### src/rtl/sb_pkg.sv
// Shared size encoding and byte-lane helpers for the writeback store buffer.
package sb_pkg;
  localparam logic [1:0] SZ_B = 2'b00;
  localparam logic [1:0] SZ_W = 2'b01;
  localparam logic [1:0] SZ_D = 2'b10;
  localparam logic [1:0] SZ_Q = 2'b11;

  typedef logic [1:0] sb_size_t;

  typedef struct packed {
    logic hit;
    logic conflict;
  } sb_lookup_t;

  function automatic logic [7:0] byte_mask(input logic [2:0] off, input sb_size_t size);
    logic [7:0] base;
    case (size)
      SZ_B:    base = 8'h01;
      SZ_W:    base = 8'h03;
      SZ_D:    base = 8'h0f;
      default: base = 8'hff;
    endcase
    return base << off;
  endfunction

  // True when the access spills past the end of its 8-byte granule.
  function automatic logic crosses(input logic [2:0] off, input sb_size_t size);
    logic [4:0] last;
    last = {2'b00, off} + (5'd1 << size);
    return last > 5'd8;
  endfunction
endpackage

### src/rtl/wb_store_buffer_if.sv
// Store buffer bus: writeback enqueue, dcache drain and load lookup signals.
interface wb_store_buffer_if #(
  parameter int DEPTH  = 4,
  parameter int ADDR_W = 32,
  parameter int DATA_W = 64
);
  localparam int CNT_W = $clog2(DEPTH + 1);

  logic              ENQ_V;
  logic [ADDR_W-1:0] ENQ_ADDR;
  logic [DATA_W-1:0] ENQ_DATA;
  logic [1:0]        ENQ_SIZE;
  logic              WB_stall;
  logic              DC_Write;
  logic [ADDR_W-1:0] DC_Address;
  logic [DATA_W-1:0] DC_Data;
  logic [1:0]        DC_Size;
  logic              DC_write_ready;
  logic              LD_V;
  logic [ADDR_W-1:0] LD_ADDR;
  logic [1:0]        LD_SIZE;
  logic              LD_Hit;
  logic [DATA_W-1:0] LD_Data;
  logic              LD_Conflict;
  logic              SB_Empty;
  logic [CNT_W-1:0]  SB_Count;

  modport master (
    output ENQ_V, ENQ_ADDR, ENQ_DATA, ENQ_SIZE, DC_write_ready, LD_V, LD_ADDR, LD_SIZE,
    input  WB_stall, DC_Write, DC_Address, DC_Data, DC_Size, LD_Hit, LD_Data, LD_Conflict,
           SB_Empty, SB_Count
  );

  modport slave (
    input  ENQ_V, ENQ_ADDR, ENQ_DATA, ENQ_SIZE, DC_write_ready, LD_V, LD_ADDR, LD_SIZE,
    output WB_stall, DC_Write, DC_Address, DC_Data, DC_Size, LD_Hit, LD_Data, LD_Conflict,
           SB_Empty, SB_Count
  );
endinterface

### src/rtl/sb_match.sv
// Load lookup: per-entry overlap/exact compare, youngest-first select walking back from tail.
module sb_match
  import sb_pkg::*;
#(
  parameter int DEPTH  = 4,
  parameter int ADDR_W = 32,
  localparam int PTR_W = $clog2(DEPTH)
) (
  input  logic [DEPTH-1:0]             valid,
  input  logic [DEPTH-1:0][ADDR_W-1:0] addr,
  input  logic [DEPTH-1:0][1:0]        size,
  input  logic [PTR_W-1:0]             tail,
  input  logic                         ld_v,
  input  logic [ADDR_W-1:0]            ld_addr,
  input  logic [1:0]                   ld_size,
  output logic                         hit,
  output logic                         conflict,
  output logic [PTR_W-1:0]             sel
);
  logic [DEPTH-1:0] overlap;
  logic [DEPTH-1:0] exact;
  logic [7:0]       ld_mask;
  logic             found;
  logic [PTR_W-1:0] idx;
  sb_lookup_t       res;

  assign ld_mask = byte_mask(ld_addr[2:0], ld_size);

  for (genvar i = 0; i < DEPTH; i++) begin : g_cmp
    assign overlap[i] = valid[i] && (addr[i][ADDR_W-1:3] == ld_addr[ADDR_W-1:3])
                        && |(byte_mask(addr[i][2:0], size[i]) & ld_mask);
    assign exact[i]   = valid[i] && (addr[i] == ld_addr) && (size[i] == ld_size);
  end

  // tail-1 is the youngest entry; when full, tail==head so the walk still covers every slot.
  always_comb begin
    found = 1'b0;
    sel   = '0;
    idx   = '0;
    for (int k = 1; k <= DEPTH; k++) begin
      idx = tail - PTR_W'(k);
      if (!found && overlap[idx]) begin
        found = 1'b1;
        sel   = idx;
      end
    end
  end

  always_comb begin
    res.hit      = ld_v && found && exact[sel];
    res.conflict = ld_v && found && !res.hit;
  end

  assign hit      = res.hit;
  assign conflict = res.conflict;
endmodule

### src/rtl/wb_store_buffer.sv
// Post-writeback store buffer: in-order FIFO to the dcache with store-to-load forwarding.
module wb_store_buffer
  import sb_pkg::*;
#(
  parameter int DEPTH  = 4,
  parameter int ADDR_W = 32,
  parameter int DATA_W = 64
) (
  input logic CLK,
  input logic CLR,
  wb_store_buffer_if.slave sb
);
  localparam int PTR_W = $clog2(DEPTH);
  localparam int CNT_W = $clog2(DEPTH + 1);

  logic [PTR_W-1:0]             head, tail;
  logic [CNT_W-1:0]             count;
  logic [DEPTH-1:0]             valid;
  logic [DEPTH-1:0][ADDR_W-1:0] e_addr;
  logic [DEPTH-1:0][DATA_W-1:0] e_data;
  logic [DEPTH-1:0][1:0]        e_size;

  logic             full, enq, deq;
  logic             hit, conflict;
  logic [PTR_W-1:0] sel;

  assign full = (count == CNT_W'(DEPTH));
  // A full buffer never takes the incoming store, even if the head leaves this cycle.
  assign enq  = sb.ENQ_V && !full;
  assign deq  = valid[head] && sb.DC_write_ready;

  always_ff @(posedge CLK) begin
    if (CLR) begin
      head  <= '0;
      tail  <= '0;
      count <= '0;
      valid <= '0;
      for (int i = 0; i < DEPTH; i++) begin
        e_addr[i] <= '0;
        e_data[i] <= '0;
        e_size[i] <= '0;
      end
    end else begin
      if (enq) begin
        valid[tail]  <= 1'b1;
        e_addr[tail] <= sb.ENQ_ADDR;
        e_data[tail] <= sb.ENQ_DATA;
        e_size[tail] <= sb.ENQ_SIZE;
        tail         <= tail + PTR_W'(1);
      end
      if (deq) begin
        valid[head] <= 1'b0;
        head        <= head + PTR_W'(1);
      end
      case ({enq, deq})
        2'b10:   count <= count + CNT_W'(1);
        2'b01:   count <= count - CNT_W'(1);
        default: count <= count;
      endcase
    end
  end

  always_ff @(posedge CLK) begin
    if (!CLR) begin
      assert (!(sb.ENQ_V && crosses(sb.ENQ_ADDR[2:0], sb.ENQ_SIZE)));
      assert (!(sb.LD_V && crosses(sb.LD_ADDR[2:0], sb.LD_SIZE)));
    end
  end

  sb_match #(
    .DEPTH  (DEPTH),
    .ADDR_W (ADDR_W)
  ) u_match (
    .valid    (valid),
    .addr     (e_addr),
    .size     (e_size),
    .tail     (tail),
    .ld_v     (sb.LD_V),
    .ld_addr  (sb.LD_ADDR),
    .ld_size  (sb.LD_SIZE),
    .hit      (hit),
    .conflict (conflict),
    .sel      (sel)
  );

  assign sb.WB_stall    = sb.ENQ_V && full;
  assign sb.DC_Write    = valid[head];
  assign sb.DC_Address  = e_addr[head];
  assign sb.DC_Data     = e_data[head];
  assign sb.DC_Size     = e_size[head];
  assign sb.LD_Hit      = hit;
  assign sb.LD_Data     = hit ? e_data[sel] : '0;
  assign sb.LD_Conflict = conflict;
  assign sb.SB_Empty    = (count == '0);
  assign sb.SB_Count    = count;
endmodule
### src/flat_wrapper.sv
// flat-port wrapper written by rule: the top's interface ports become plain ports
module wb_store_buffer_flat import sb_pkg::*;
#(
  parameter int DEPTH  = 4,
  parameter int ADDR_W = 32,
  parameter int DATA_W = 64
)
  (CLK, CLR, sb_ENQ_V, sb_ENQ_ADDR, sb_ENQ_DATA, sb_ENQ_SIZE, sb_DC_write_ready, sb_LD_V, sb_LD_ADDR, sb_LD_SIZE, sb_WB_stall, sb_DC_Write, sb_DC_Address, sb_DC_Data, sb_DC_Size, sb_LD_Hit, sb_LD_Data, sb_LD_Conflict, sb_SB_Empty, sb_SB_Count);
  wb_store_buffer_if #(.DEPTH(DEPTH), .ADDR_W(ADDR_W), .DATA_W(DATA_W)) sb_i ();
  input logic CLK;
  input logic CLR;
  input wire logic [$bits(sb_i.ENQ_V)-1:0] sb_ENQ_V;
  input wire logic [$bits(sb_i.ENQ_ADDR)-1:0] sb_ENQ_ADDR;
  input wire logic [$bits(sb_i.ENQ_DATA)-1:0] sb_ENQ_DATA;
  input wire logic [$bits(sb_i.ENQ_SIZE)-1:0] sb_ENQ_SIZE;
  input wire logic [$bits(sb_i.DC_write_ready)-1:0] sb_DC_write_ready;
  input wire logic [$bits(sb_i.LD_V)-1:0] sb_LD_V;
  input wire logic [$bits(sb_i.LD_ADDR)-1:0] sb_LD_ADDR;
  input wire logic [$bits(sb_i.LD_SIZE)-1:0] sb_LD_SIZE;
  output wire logic [$bits(sb_i.WB_stall)-1:0] sb_WB_stall;
  output wire logic [$bits(sb_i.DC_Write)-1:0] sb_DC_Write;
  output wire logic [$bits(sb_i.DC_Address)-1:0] sb_DC_Address;
  output wire logic [$bits(sb_i.DC_Data)-1:0] sb_DC_Data;
  output wire logic [$bits(sb_i.DC_Size)-1:0] sb_DC_Size;
  output wire logic [$bits(sb_i.LD_Hit)-1:0] sb_LD_Hit;
  output wire logic [$bits(sb_i.LD_Data)-1:0] sb_LD_Data;
  output wire logic [$bits(sb_i.LD_Conflict)-1:0] sb_LD_Conflict;
  output wire logic [$bits(sb_i.SB_Empty)-1:0] sb_SB_Empty;
  output wire logic [$bits(sb_i.SB_Count)-1:0] sb_SB_Count;
  assign sb_i.ENQ_V = sb_ENQ_V;
  assign sb_i.ENQ_ADDR = sb_ENQ_ADDR;
  assign sb_i.ENQ_DATA = sb_ENQ_DATA;
  assign sb_i.ENQ_SIZE = sb_ENQ_SIZE;
  assign sb_i.DC_write_ready = sb_DC_write_ready;
  assign sb_i.LD_V = sb_LD_V;
  assign sb_i.LD_ADDR = sb_LD_ADDR;
  assign sb_i.LD_SIZE = sb_LD_SIZE;
  assign sb_WB_stall = sb_i.WB_stall;
  assign sb_DC_Write = sb_i.DC_Write;
  assign sb_DC_Address = sb_i.DC_Address;
  assign sb_DC_Data = sb_i.DC_Data;
  assign sb_DC_Size = sb_i.DC_Size;
  assign sb_LD_Hit = sb_i.LD_Hit;
  assign sb_LD_Data = sb_i.LD_Data;
  assign sb_LD_Conflict = sb_i.LD_Conflict;
  assign sb_SB_Empty = sb_i.SB_Empty;
  assign sb_SB_Count = sb_i.SB_Count;
  wb_store_buffer #(.DEPTH(DEPTH), .ADDR_W(ADDR_W), .DATA_W(DATA_W)) u_core (.CLK(CLK), .CLR(CLR), .sb(sb_i));
endmodule
### config.mk
export PLATFORM = sky130hd
export DESIGN_NAME = wb_store_buffer_flat
export DESIGN_NICKNAME = d
export VERILOG_FILES = /design/src/rtl/sb_pkg.sv /design/src/rtl/wb_store_buffer_if.sv /design/src/rtl/sb_match.sv /design/src/rtl/wb_store_buffer.sv /design/src/flat_wrapper.sv
export SDC_FILE = /design/constraint.sdc
export NUM_CORES = 1
export LEC_CHECK = 0
export BUFFER_PORTS_ARGS = -buffer_cell sky130_fd_sc_hd__clkbuf_2
export CELL_PAD_IN_SITES_DETAIL_PLACEMENT = 2
export CELL_PAD_IN_SITES_GLOBAL_PLACEMENT = 2
export CORE_UTILIZATION = 37
export CTS_CLUSTER_DIAMETER = 40
export DETAILED_ROUTE_END_ITERATION = 7
export MAX_ROUTING_LAYER = met4
export PLACE_DENSITY_LB_ADDON = 0.2
export RECOVER_POWER = 25
export SYNTH_ARGS = -nofsm -noshare
export SYNTH_HDL_FRONTEND = slang
export SYNTH_SLANG_ARGS = --single-unit
### constraint.sdc
create_clock -name CLK -period 5.8 [get_ports CLK]
set_input_delay 0.58 -clock CLK [delete_from_list [all_inputs] [get_ports CLK]]
set_output_delay 0.58 -clock CLK [all_outputs]
set_load 0.01 [all_outputs]
# Word level (Yosys, flattened, before mapping)
# Index checks and enable logic that the tools add are counted.
[totals] regBits=403 latchBits=0 ram_bits=0 rom_bits=0 in_bits=137 output_inout_bits=170 word_cells=162 n_memories=0
[classes] add_sub_neg=7 mul=0 n_div=0 order_cmp=8 n_eq_ne=25 n_shift=5 mux=51 bitwise_logic=7 n_reduce_logical=43
[ops] op="binary-select mux 64 bit (select 2 bit)" count=2
[ops] op="bitwise mux 256 bit" count=1
[ops] op="2-to-1 mux 64 bit" count=4
[ops] op="bitwise mux 128 bit" count=1
[ops] op="demux 64 bit (select 2 bit)" count=1
[ops] op="== test 32 bit" count=4
[ops] op="one-hot mux 8 bit (3 select lines)" count=5
[ops] op="== test 29 bit" count=4
[ops] op="binary-select mux 32 bit (select 2 bit)" count=1
[ops] op="demux 32 bit (select 2 bit)" count=1
[ops] op="2-to-1 mux 32 bit" count=2
[ops] op="left shift 8 x 3 -> 8 bit" count=5
[ops] op="AND 8 bit" count=4
[ops] op="OR reduction 8 bit" count=4
[ops] op="logical AND 1 bit" count=27
[ops] op="less-than comparator 2 x 3 -> 1 bit (second input constant)" count=6
[ops] op="binary-select mux 1 bit (select 2 bit)" count=6
[ops] op="== test 2 x 1 -> 1 bit (second input constant)" count=6
[ops] op="== test 2 bit (second input constant)" count=6
[ops] op="2-to-1 mux 1 bit" count=12
[ops] op="2-to-1 mux 2 bit" count=6
[ops] op="2-to-1 mux 4 bit" count=3
[ops] op="zero test 2 bit" count=5
[ops] op="bitwise mux 8 bit" count=1
[ops] op="18 further kinds" count=29

# Logic depth before layout (Yosys ltp)
# Gate-level depths: netlist of the first run.
[logic_depth] ltp_word=23 depth_mapped=15 depth_no_buf=11

# By module
# From an unflattened synthesis of the first run, not the netlist that was laid out.
[hier_totals] cells_unflattened=2123 hier_area_um2=23191.0
[modules_own_cells] mod="wb_store_buffer" instances=1 cells_each=1722 area_per_inst_um2=20367.0 seq_area_each_um2=8067.7
[modules_own_cells] mod="sb_match" instances=1 cells_each=401 area_per_inst_um2=2824.0 seq_area_each_um2=0.0

# Least setup slack after synthesis of the first run
# Ideal clock, no wire load.
[synth_timing] kind="input to output" start="input port sb_LD_ADDR[2]" end="output port sb_LD_Data[10]" arrival_time_ps=3429 required_time_ps=5220 setup_slack_ps=1791 stages=13 n_path_buf=3 path_cell_list="clkbuf_1 -> a21o_1 -> o31a_1 -> or4_1 -> a21o_1 -> a2111o_1 -> a21o_1 -> o211ai_2 -> o21ba_2 -> a221oi_2 -> buf_4 -> buf_6 -> and2_1"
[synth_between] elab_chain_cells=20 word_cells_on_any_way=54 cone_classes="eq/ne: 4; shift: 1; mux: 21; bitwise: 4; reduce/logical: 24"
[synth_lines] item="start: declaration" line_no="flat_wrapper.sv:18" rtl="input wire logic [$bits(sb_i.LD_ADDR)-1:0] sb_LD_ADDR;"
[synth_lines] item="left shift 8 x 3 -> 8 bit" line_no="sb_pkg.sv:23" rtl="return base << off;"
[synth_lines] item="AND 8 bit" line_no="sb_match.sv:31" rtl="&& |(byte_mask(addr[i][2:0], size[i]) & ld_mask);"
[synth_lines] item="OR reduction 8 bit" line_no="sb_match.sv:31"
[synth_lines] item="logical AND 1 bit" line_no="sb_match.sv:31"
[synth_lines] item="binary-select mux 1 bit (select 2 bit)" line_no="sb_match.sv:42" rtl="if (!found && overlap[idx]) begin"
[synth_lines] item="2-to-1 mux 1 bit (implied by the code)" line_no="sb_match.sv:42"
[synth_lines] item="2-to-1 mux 1 bit" line_no="sb_match.sv:42"
[synth_lines] item="zero test 1 bit" line_no="sb_match.sv:42"
[synth_lines] item="(+4 left out)"
[synth_lines] item="2-to-1 mux 1 bit" line_no="sb_match.sv:42"
[synth_lines] item="zero test 1 bit" line_no="sb_match.sv:42"
[synth_lines] item="logical AND 1 bit" line_no="sb_match.sv:42"
[synth_lines] item="2-to-1 mux 2 bit" line_no="sb_match.sv:42"
[synth_lines] item="binary-select mux 1 bit (select 2 bit)" line_no="sb_match.sv:50" rtl="res.hit = ld_v && found && exact[sel];"
[synth_lines] item="2-to-1 mux 1 bit (implied by the code)" line_no="sb_match.sv:50"
[synth_lines] item="logical AND 1 bit" line_no="sb_match.sv:50"
[synth_lines] item="2-to-1 mux 64 bit (*)" line_no="wb_store_buffer.sv:92" rtl="assign sb.LD_Data = hit ? e_data[sel] : '0;"
[synth_lines] item="end: declaration" line_no="flat_wrapper.sv:26" rtl="output wire logic [$bits(sb_i.LD_Data)-1:0] sb_LD_Data;"
# Every way passes the cells marked *; elsewhere a longest branch is shown, timed or not. The select of a mux whose other input is x is not followed.

# Worst setup path after layout of the first run
[layout_timing] start="register u_core.e_addr[121] (netlist name)" end="output port sb_LD_Data[25]"
[layout_between] elab_chain_cells=19 word_cells_on_any_way=35 cone_classes="eq/ne: 2; mux: 21; reduce/logical: 12"
[layout_lines] item="start: declaration" line_no="wb_store_buffer.sv:19" rtl="logic [DEPTH-1:0][ADDR_W-1:0] e_addr;"
[layout_lines] item="start signal: indexed assignment" line_no="wb_store_buffer.sv:46" rtl="e_addr[tail] <= sb.ENQ_ADDR;"
[layout_lines] item="== test 29 bit" line_no="sb_match.sv:30" rtl="assign overlap[i] = valid[i] && (addr[i][ADDR_W-1:3] == ld_addr[ADDR_W-1:3])"
[layout_lines] item="logical AND 1 bit" line_no="sb_match.sv:30"
[layout_lines] item="logical AND 1 bit" line_no="sb_match.sv:31"
[layout_lines] item="binary-select mux 1 bit (select 2 bit)" line_no="sb_match.sv:42"
[layout_lines] item="2-to-1 mux 1 bit (implied by the code)" line_no="sb_match.sv:42"
[layout_lines] item="2-to-1 mux 1 bit" line_no="sb_match.sv:42"
[layout_lines] item="zero test 1 bit" line_no="sb_match.sv:42"
[layout_lines] item="logical AND 1 bit" line_no="sb_match.sv:42"
[layout_lines] item="(+3 left out)"
[layout_lines] item="2-to-1 mux 1 bit" line_no="sb_match.sv:42"
[layout_lines] item="zero test 1 bit" line_no="sb_match.sv:42"
[layout_lines] item="logical AND 1 bit" line_no="sb_match.sv:42"
[layout_lines] item="2-to-1 mux 2 bit" line_no="sb_match.sv:42"
[layout_lines] item="binary-select mux 1 bit (select 2 bit)" line_no="sb_match.sv:50"
[layout_lines] item="2-to-1 mux 1 bit (implied by the code)" line_no="sb_match.sv:50"
[layout_lines] item="logical AND 1 bit" line_no="sb_match.sv:50"
[layout_lines] item="2-to-1 mux 64 bit (*)" line_no="wb_store_buffer.sv:92"
# Marks and branches as above.

==> results.toml, run 1 <==
[route]
dr_total_vias = 24700
drcViolationCount = 0
wl_um = 107000
avgRoutedWirePerCell_um = 25.8
first_pass_iters = 5
drt_iter0_drc = 1425
ant_nets = 0
vias_per_cell = 5.96

[synth]
syn_inst = 3096
netlist_area_um2 = 23500
synth_fp_nets = 3243
synth_enable_flop_cells = 0
synth_area_leaders = "dfxtp_1 34%, nand2_1 15%, mux4_2 9.5%"
synthArstFlopShare = 0
synth_ff_type = "dfxtp_1"
yosys.cell_types.count = 65
synth_top_area_share = 0.344
synth_seq_cells = 403
yosysTopAreaCell = "dfxtp_1"
ys_seq_area_frac = 0.344
synth_area_per_cell_um2 = 7.58
yosysWarnings = 0

[clocking]
cts_resized = 0
clockBufferDepth = 3
numCtsBuffers = 85
post_cts_buffers = 0
cts.sinks = 403
postCtsHoldBufs = 0
h-tree-depth = 3
root_buffer = "clkbuf_16"
path_clk_slew_ns = 0.05
tritoncts = "built"
clock_latency_ns = 0.63

[outcome]
violations = "capacitance limit, slew limit"
status = "finished, violations left"

[finish]
seqCellArea_um2 = 8080
mostFrequentLayoutCell = "nand2_1"
drive_above_1_share = 0.183
final_util = 0.456
multi_input_area_um2 = 13700
fin_cells = 4143
mostFrequentLayoutCells = "937 x nand2_1, 410 x a21oi_1, 401 x dfxtp_1"
final_nets = 3372
fillers = 7008
area_delta_synth_final_pct = 20.9

[timing]
setup_violations = 0
skew_ns = 0.0331
rsz0062_at_grt = "no"
worst_pin_slew_ns = 3.67
fmax_mhz = 177
final.period_utilization = 0.975
slew_headroom = -1.45
finalHoldViolations = 0
fin_tns_setup_ns = 0
slew_viol_final = 256
fin_crit_ns = 5.66

[worst_setup_path]
cp_data_required_time_ns = 5.22
start_kind = "register"
worst-r2r-cell-count = 6
cp-end-kind = "output port"
crit_type = "reg -> out"
cp_max_fo = 40
critPathArrivalTime_ns = 5.08

[die]
core_area_um2 = 62200
fp-row-count = 91
ios = 307
die-area_um2 = 64400
die_y_um = 254
die_w_um = 254
start_util = 0.378

[grt]
grt_overflow = 0
grt_pass1_wl_um = 165000
grt_max_degree = 143
grtUsageTotal = 0.340
antenna_found_initial = 9
grt_pass1_vias = 27400

[power]
p_leak_nw = 10.2
power_density_nw_per_um2 = 343
p_switching_w = 0.00292
power_frac_seq = 0.321
power.share.combinational = 0.144
ir_drop_mv = 0.215
clkPwrFrac = 0.535
netSwitchingFraction = 0.300
internal-power_w = 0.00681

[placed_design]
dp_cells = 3975
gp_routability_congestion = 0.917
dp_hpwl_um = 63800
io_buffers = 306

[hold_path]
hold_path.class = "in -> reg"
hold_depth = 3

[flow_run]
max-cap-violations = 4
path summary, 6_finish.rpt:
path,startpoint,endpoint,slack (ns)
worst max-delay path,u_core.e_addr[121],sb_LD_Data[25],0.14
worst min-delay path,sb_ENQ_ADDR[28],u_core.e_addr[92],0.22
worst max register to register,u_core.sb.SB_Count[0],u_core.e_data[138],0.43
worst min register to register,u_core.e_data[211],u_core.e_data[211],0.48
per-stage QoR:
step | area, µm² | hold slack, ns | power, W | worst slack, ns
finish | 28400 | 0.218 | 0.00973 | 0.145
global route | 28400 | 0.223 | 0.0100 | 0.00260
CTS | 28400 | 0.196 | 0.00979 | 0.202
detailed placement | 25400 | 0.465 | 0.00454 | 0.579
global placement | 25400 | 0.456 | 0.00447 | 0.683
floorplan | 23500 | 0.446 | 0.00395 | 1.79
synthesized netlist by cell type (all sizes together), types with 3 or more instances:
master   instances
ha               9
a31oi          129
a22oi            3
o21a            10
xnor2          104
clkbuf         225
a21oi          410
nor3            10
o21ai           27
a2111oi          3
nor2            26
mux4            99
xor2            37
mux2i           70
a221oi           6
o22ai          128
a211o            3
nor2b            8
nor4            27
dfxtp          403
o31a             4
or4              3
a21o             5
nand3            5
nand4           45
a221o            6
and2            69
or3              3
o32ai            4
nor3b            4
a211oi          19
nand2          941
buf             72
and3b            4
inv            144
worst max-delay path, cell delays in order (launching register included):
cell	delay, ns
dfxtp_1	0.34
xnor2_1	0.42
nand4_1	0.14
or4_1	0.61
nor4_1	0.51
o21ai_0	0.29
nor3_2	0.39
nand2b_4	0.59
buf_4	0.35
a31oi_1	0.12
mux2i_1	0.37
and2_1	0.19
clkbuf_2	0.12
flip-flops by register name, indices dropped and copies added (netlist names):
name and count:
u_core.valid 4, u_core.head 2, u_core.tail 2, u_core.e_size 8, u_core.e_addr 128, u_core.sb.SB_Count 3
u_core.e_data 256
logic make-up after synthesis:
family	Yosys count	share of synthesized area
buffers and inverters	441	0.0747
and+or+nand+nor	1151	0.204
xor gates and xnor gates	141	0.0526
AOI/OAI and AO/OA	779	0.193
DFF	403	0.344
muxes	171	0.126
adders and majority gates	10	0.00565
area by class of cell:
type                            instances  area share
Timing Repair Buffer                  339      0.0671
Antenna cell                           10    0.000882
Tap cell                              837      0.0369
Clock inverter                         54      0.0239
Sequential cell                       403       0.285
Inverter                              144      0.0191
Clock buffer                          104      0.0829
Multi-Input combinational cell       2252       0.485
layer usage:
| layer | track usage | routed length, µm | vias to the layer above |
|---|---|---|---|
| met5 | - | 0 | - |
| li1 | - | - | 11000 |
| met4 | 0.133 | 3140 | 0 |
| met3 | 0.0557 | 5620 | 199 |
| met2 | 0.582 | 54200 | 723 |
| met1 | 0.397 | 44200 | 12800 |
power groups by stage:
stage | clock network [W] | registers [W] | logic, W
after floorplan | 0 | 0.00307 | 0.000883
after global placement | 0 | 0.00315 | 0.00132
after detailed placement | 0 | 0.00317 | 0.00137
after CTS | 0.00527 | 0.00312 | 0.00141
after global routing | 0.00539 | 0.00314 | 0.00150
final | 0.00521 | 0.00312 | 0.00140
No activity file was read; power rests on OpenSTA's default activity.
==> run 2, diff against run 1 <==
Settings changed: CORE_UTILIZATION 37 to 34, PLACE_DENSITY_LB_ADDON 0.2 to 0.1.
Clock period 5.8 ns to 5.35 ns, I/O delays scaled along.
==> run 2 against run 1 <==
The flow still finishes with violations (capacitance limit, slew limit). Clock-buffer cell count rose by 14. Combinational power rose by 9%. Routed wire length fell by 2.9%. Core utilization fell by 3.6 points. Design area rose by 0.48%. Register-to-register slack improved by 0.29 ns.
==> results.toml, run 2 (same netlist as run 1, synthesis figures left out) <==
[clocking]
cts.sinks = 403
clockBufferDepth = 3
postCtsHoldBufs = 0
numCtsBuffers = 87
cts_resized = 0
h-tree-depth = 3
clock_latency_ns = 0.64
post_cts_buffers = 0
root_buffer = "clkbuf_16"
tritoncts = "built"
path_clk_slew_ns = 0.05

[placed_design]
gp_routability_congestion = 0.885
io_buffers = 306
dp_hpwl_um = 64100
dp_cells = 4015
place_ws_ns = 0.311

[route]
vias_per_cell = 5.78
drt_iter0_drc = 1411
wl_um = 104000
avgRoutedWirePerCell_um = 24.8
first_pass_iters = 6
dr_total_vias = 24200
ant_nets = 0
drcViolationCount = 0

[timing]
slew_headroom = -1.17
skew_ns = 0.0248
rsz0062_at_grt = "yes"
fmax_mhz = 192
fin_crit_ns = 5.20
final.setup.worst_slack_ns = 0.147
finalHoldViolations = 0
setup_violations = 0
worst_pin_slew_ns = 3.25
slew_viol_final = 281
final.period_utilization = 0.972

[grt]
grt_max_degree = 171
grt_pass1_wl_um = 160000
grtUsageTotal = 0.302
grt_pass1_vias = 26300
grt_overflow = 0
antenna_found_initial = 13

[power]
power.share.combinational = 0.145
netSwitchingFraction = 0.288
ir_drop_mv = 0.221
power_frac_seq = 0.322
p_switching_w = 0.00302
clkPwrFrac = 0.533
power_density_nw_per_um2 = 368
p_leak_nw = 10.2
internal-power_w = 0.00746

[finish]
regMostFlops = "u_core.e_data"
fin_cells = 4185
reg.largest.list = "u_core.e_data (256), u_core.e_addr (128), u_core.e_size (8)"
final_nets = 3378
final_util = 0.421
largest_reg_flops = 256
mostFrequentLayoutCells = "938 x nand2_1, 410 x a21oi_1, 397 x dfxtp_1"
drive_above_1_share = 0.175
mostFrequentLayoutCell = "nand2_1"
area_delta_synth_final_pct = 21.5

[die]
die_w_um = 265
core_area_um2 = 67800
fp-row-count = 95
ios = 307
start_util = 0.346
die_y_um = 265
die-area_um2 = 70100

[worst_setup_path]
cp-end-kind = "output port"
cp_slowest_stage_delay_ns = 0.64
critPathArrivalTime_ns = 4.67
start_kind = "register"
cpMaxStageDelayCell = "or4_1"
path_cells = "xnor2_1, nand4_1, or4_1, o41ai_1, o311ai_1, o221ai_4, inv_1, o21a_1, a221oi_4, buf_12, and2_1, clkbuf_2"
crit_type = "reg -> out"
cp_max_fo = 65
cp_data_required_time_ns = 4.82

[outcome]
status = "finished, violations left"
violations = "capacitance limit, slew limit"

[flow_run]
max-cap-violations = 5

[hold_path]
hold_path.class = "in -> reg"
run 2: cell count changes in the layout (fill, tap and decap cells not counted), sizes merged:
cell      delta
buf          +5
bufinv       +1
clkbuf      +13
clkinv       +2
clkinvlp    -10
diode        +3
inv          -8
run 2: cell type report:
cell class                 instances  area [µm²]
timing repair buffer             343        2010
tap                              873        1090
sequential                       403        8080
clock inverter                    39         569
antenna                           13        32.5
clock buffer                     118        2430
fill                            7740       39200
multi-input combinational       2252       13800
inverter                         144         541
run 2: power by group through the flow:
stage	Combinational [W]	Sequential (W)	Clock [W]
global placement	0.00147	0.00341	0
finish	0.00152	0.00337	0.00558
detailed placement	0.00152	0.00343	0
CTS	0.00154	0.00337	0.00566
floorplan	0.000957	0.00333	0
global route	0.00164	0.00340	0.00581
run 2: final timing paths:
check                   startpoint                  to  slack, ns  cells after the start
max reg2reg  u_core.sb.SB_Count[0]  u_core.e_data[223]       0.72                      6
min reg2reg     u_core.e_data[238]  u_core.e_data[238]       0.47                      2
max             u_core.e_addr[126]      sb_LD_Data[50]       0.15                     12
min                sb_ENQ_DATA[59]  u_core.e_data[187]       0.16                      3
run 2: per-stage QoR:
step,total power [W],hold slack [ns],setup TNS (ns),instance area (µm²)
3_5_place_dp,0.00495,0.468,0,25500
6_report,0.0105,0.158,0,28500
5_1_grt,0.0108,0.163,-0.00182,28500
2_1_floorplan,0.00429,0.446,0,23500
3_3_place_gp,0.00488,0.454,0,25500
4_1_cts,0.0106,0.134,0,28500
run 2: routing by layer:
layer | share of wire | vias up | global-route usage
met2 | 0.51 | 525 | 0.522
met4 | 0.031 | 0 | 0.108
met5 | 0 | - | -
li1 | - | 11000 | -
met3 | 0.039 | 193 | 0.0440
met1 | 0.43 | 12500 | 0.355
run 2: critical path: cells and delay by family (launching register included):
family / cells / cell delay, ns
AO/OA/AOI/OAI: 5 / 1.64
buffers and inverters: 3 / 0.55
AND/OR/NAND/NOR: 3 / 1.00
XOR/XNOR: 1 / 0.44
flip-flops: 1 / 0.33
==> run 3, diff against run 2 <==
Settings changed: RECOVER_POWER 25 to default.
==> run 3 against run 2 <==
The flow now finishes without violations. Clock-buffer cell count unchanged. First-iteration DRC count down 7.3%. Total power about the same. Critical path depth unchanged. Fmax up 0.63%. Die area unchanged.
==> results.toml, run 3 (same netlist as run 1, synthesis figures left out) <==
[worst_setup_path]
cp_max_fo = 65
rr_startpoint = "u_core.sb.SB_Count[0]"
crit_start = "u_core.e_addr[126]"
cp_data_required_time_ns = 4.82
cp-end-kind = "output port"
critPathArrivalTime_ns = 4.64
start_kind = "register"
crit_type = "reg -> out"

[placed_design]
gp_routability_congestion = 0.885
io_buffers = 306
dp_hpwl_um = 64100
place_ws_ns = 0.311

[grt]
grt_pass1_vias = 26300
antenna_found_initial = 13
grt_pass1_wl_um = 160000
grtUsageTotal = 0.302
grt_overflow = 0
grt_max_degree = 171

[timing]
worst_pin_slew_ns = 1.21
skew_ns = 0.0243
rsz0062_at_grt = "yes"
fmax_mhz = 193
slew_headroom = 0.191
fin_crit_ns = 5.17
setup_violations = 0
final.setup.worst_slack_ns = 0.180
final.period_utilization = 0.966
slew_viol_final = 0
fin_tns_setup_ns = 0
finalHoldViolations = 0

[finish]
drive_above_1_share = 0.185
regMostFlops = "u_core.e_data"
fillers = 7722
largest_reg_flops = 256
mostFrequentLayoutCells = "937 x nand2_1, 410 x a21oi_1, 396 x dfxtp_1"
final_nets = 3378
seqCellArea_um2 = 8080
area_delta_synth_final_pct = 21.7
multi_input_area_um2 = 13800
reg.largest.list = "u_core.e_data (256), u_core.e_addr (128), u_core.e_size (8)"
mostFrequentLayoutCell = "nand2_1"

[die]
die-area_um2 = 70100
fp-row-count = 95
core_area_um2 = 67800
ios = 307
die_y_um = 265
die_w_um = 265
start_util = 0.346

[route]
avgRoutedWirePerCell_um = 24.8
dr_total_vias = 24200
ant_nets = 0
drcViolationCount = 0
drt_iter0_drc = 1308
wl_um = 104000
vias_per_cell = 5.79
first_pass_iters = 5

[hold_path]
hold_path.class = "in -> reg"
hold_start = "sb_ENQ_DATA[59]"

[clocking]
postCtsHoldBufs = 0
cts.sinks = 403
clockBufferDepth = 3
post_cts_buffers = 0
root_buffer = "clkbuf_16"
numCtsBuffers = 87
clock_latency_ns = 0.64
tritoncts = "built"
path_clk_slew_ns = 0.05
h-tree-depth = 3

[power]
p_leak_nw = 10.3
p_total_w = 0.0105
power_density_nw_per_um2 = 367
ir_drop_mv = 0.221

[flow_run]
max-cap-violations = 0

[outcome]
status = "completed"
run 3: cell counts in the layout (fill, tap and decap cells not counted):
Identical to the previous run, type by type.
run 3: worst paths after layout:
path                        end  slack [ns]  depth (start not counted)
max              sb_LD_Data[50]        0.18                         12
min          u_core.e_data[187]        0.16                          3
max reg2reg   u_core.e_data[17]        1.99                          6
min reg2reg  u_core.e_data[183]        0.47                          2
run 3: cell type report:
cell class              instances  share of cell area
multi-input cells            2252               0.482
flip-flops and latches        403               0.283
clock buffers                 118              0.0852
repair buffers                343              0.0716
well taps                     873              0.0382
clock inverters                39              0.0199
inverters                     144              0.0189
diodes                         13             0.00114
run 3: power by group:
| group | internal (W) | switching, W |
|---|---|---|
| logic | 0.000541 | 0.000982 |
| registers | 0.00317 | 0.000206 |
| clock network | 0.00375 | 0.00184 |
| total | 0.00746 | 0.00302 |
run 3: worst max-delay path, stage by stage, from the launching register on:
cell,delay (ns)
dfxtp_1,0.33
xnor2_1,0.42
nand4_1,0.16
or4_1,0.63
o41ai_1,0.53
o311ai_1,0.30
o221ai_4,0.25
inv_1,0.14
o21a_1,0.26
a221oi_4,0.30
buf_12,0.27
and2_1,0.20
clkbuf_2,0.15
run 3: repair_timing:
item                                   CTS  global route
gates resized for setup                  0             7
setup endpoints to repair                0            56
endpoints found under the hold margin    0             0
run 3: layer usage:
metal	global-route usage	wire (µm)	vias up
li1	-	-	11000
met5	-	0	-
met3	0.0440	4300	192
met2	0.522	52600	575
met4	0.108	3170	0
met1	0.355	43800	12500
run 3: metrics by stage:
stage / cell area, µm² / cells / utilization / hold WS, ns
6_report: 28600 / 4185 / 0.422 / 0.159
5_1_grt: 28600 / 4185 / 0.422 / 0.163
4_1_cts: 28500 / 4172 / 0.421 / 0.134
3_5_place_dp: 25500 / 4015 / 0.377 / 0.468
3_3_place_gp: 25500 / 4015 / 0.377 / 0.454
2_1_floorplan: 23500 / 3096 / - / 0.446
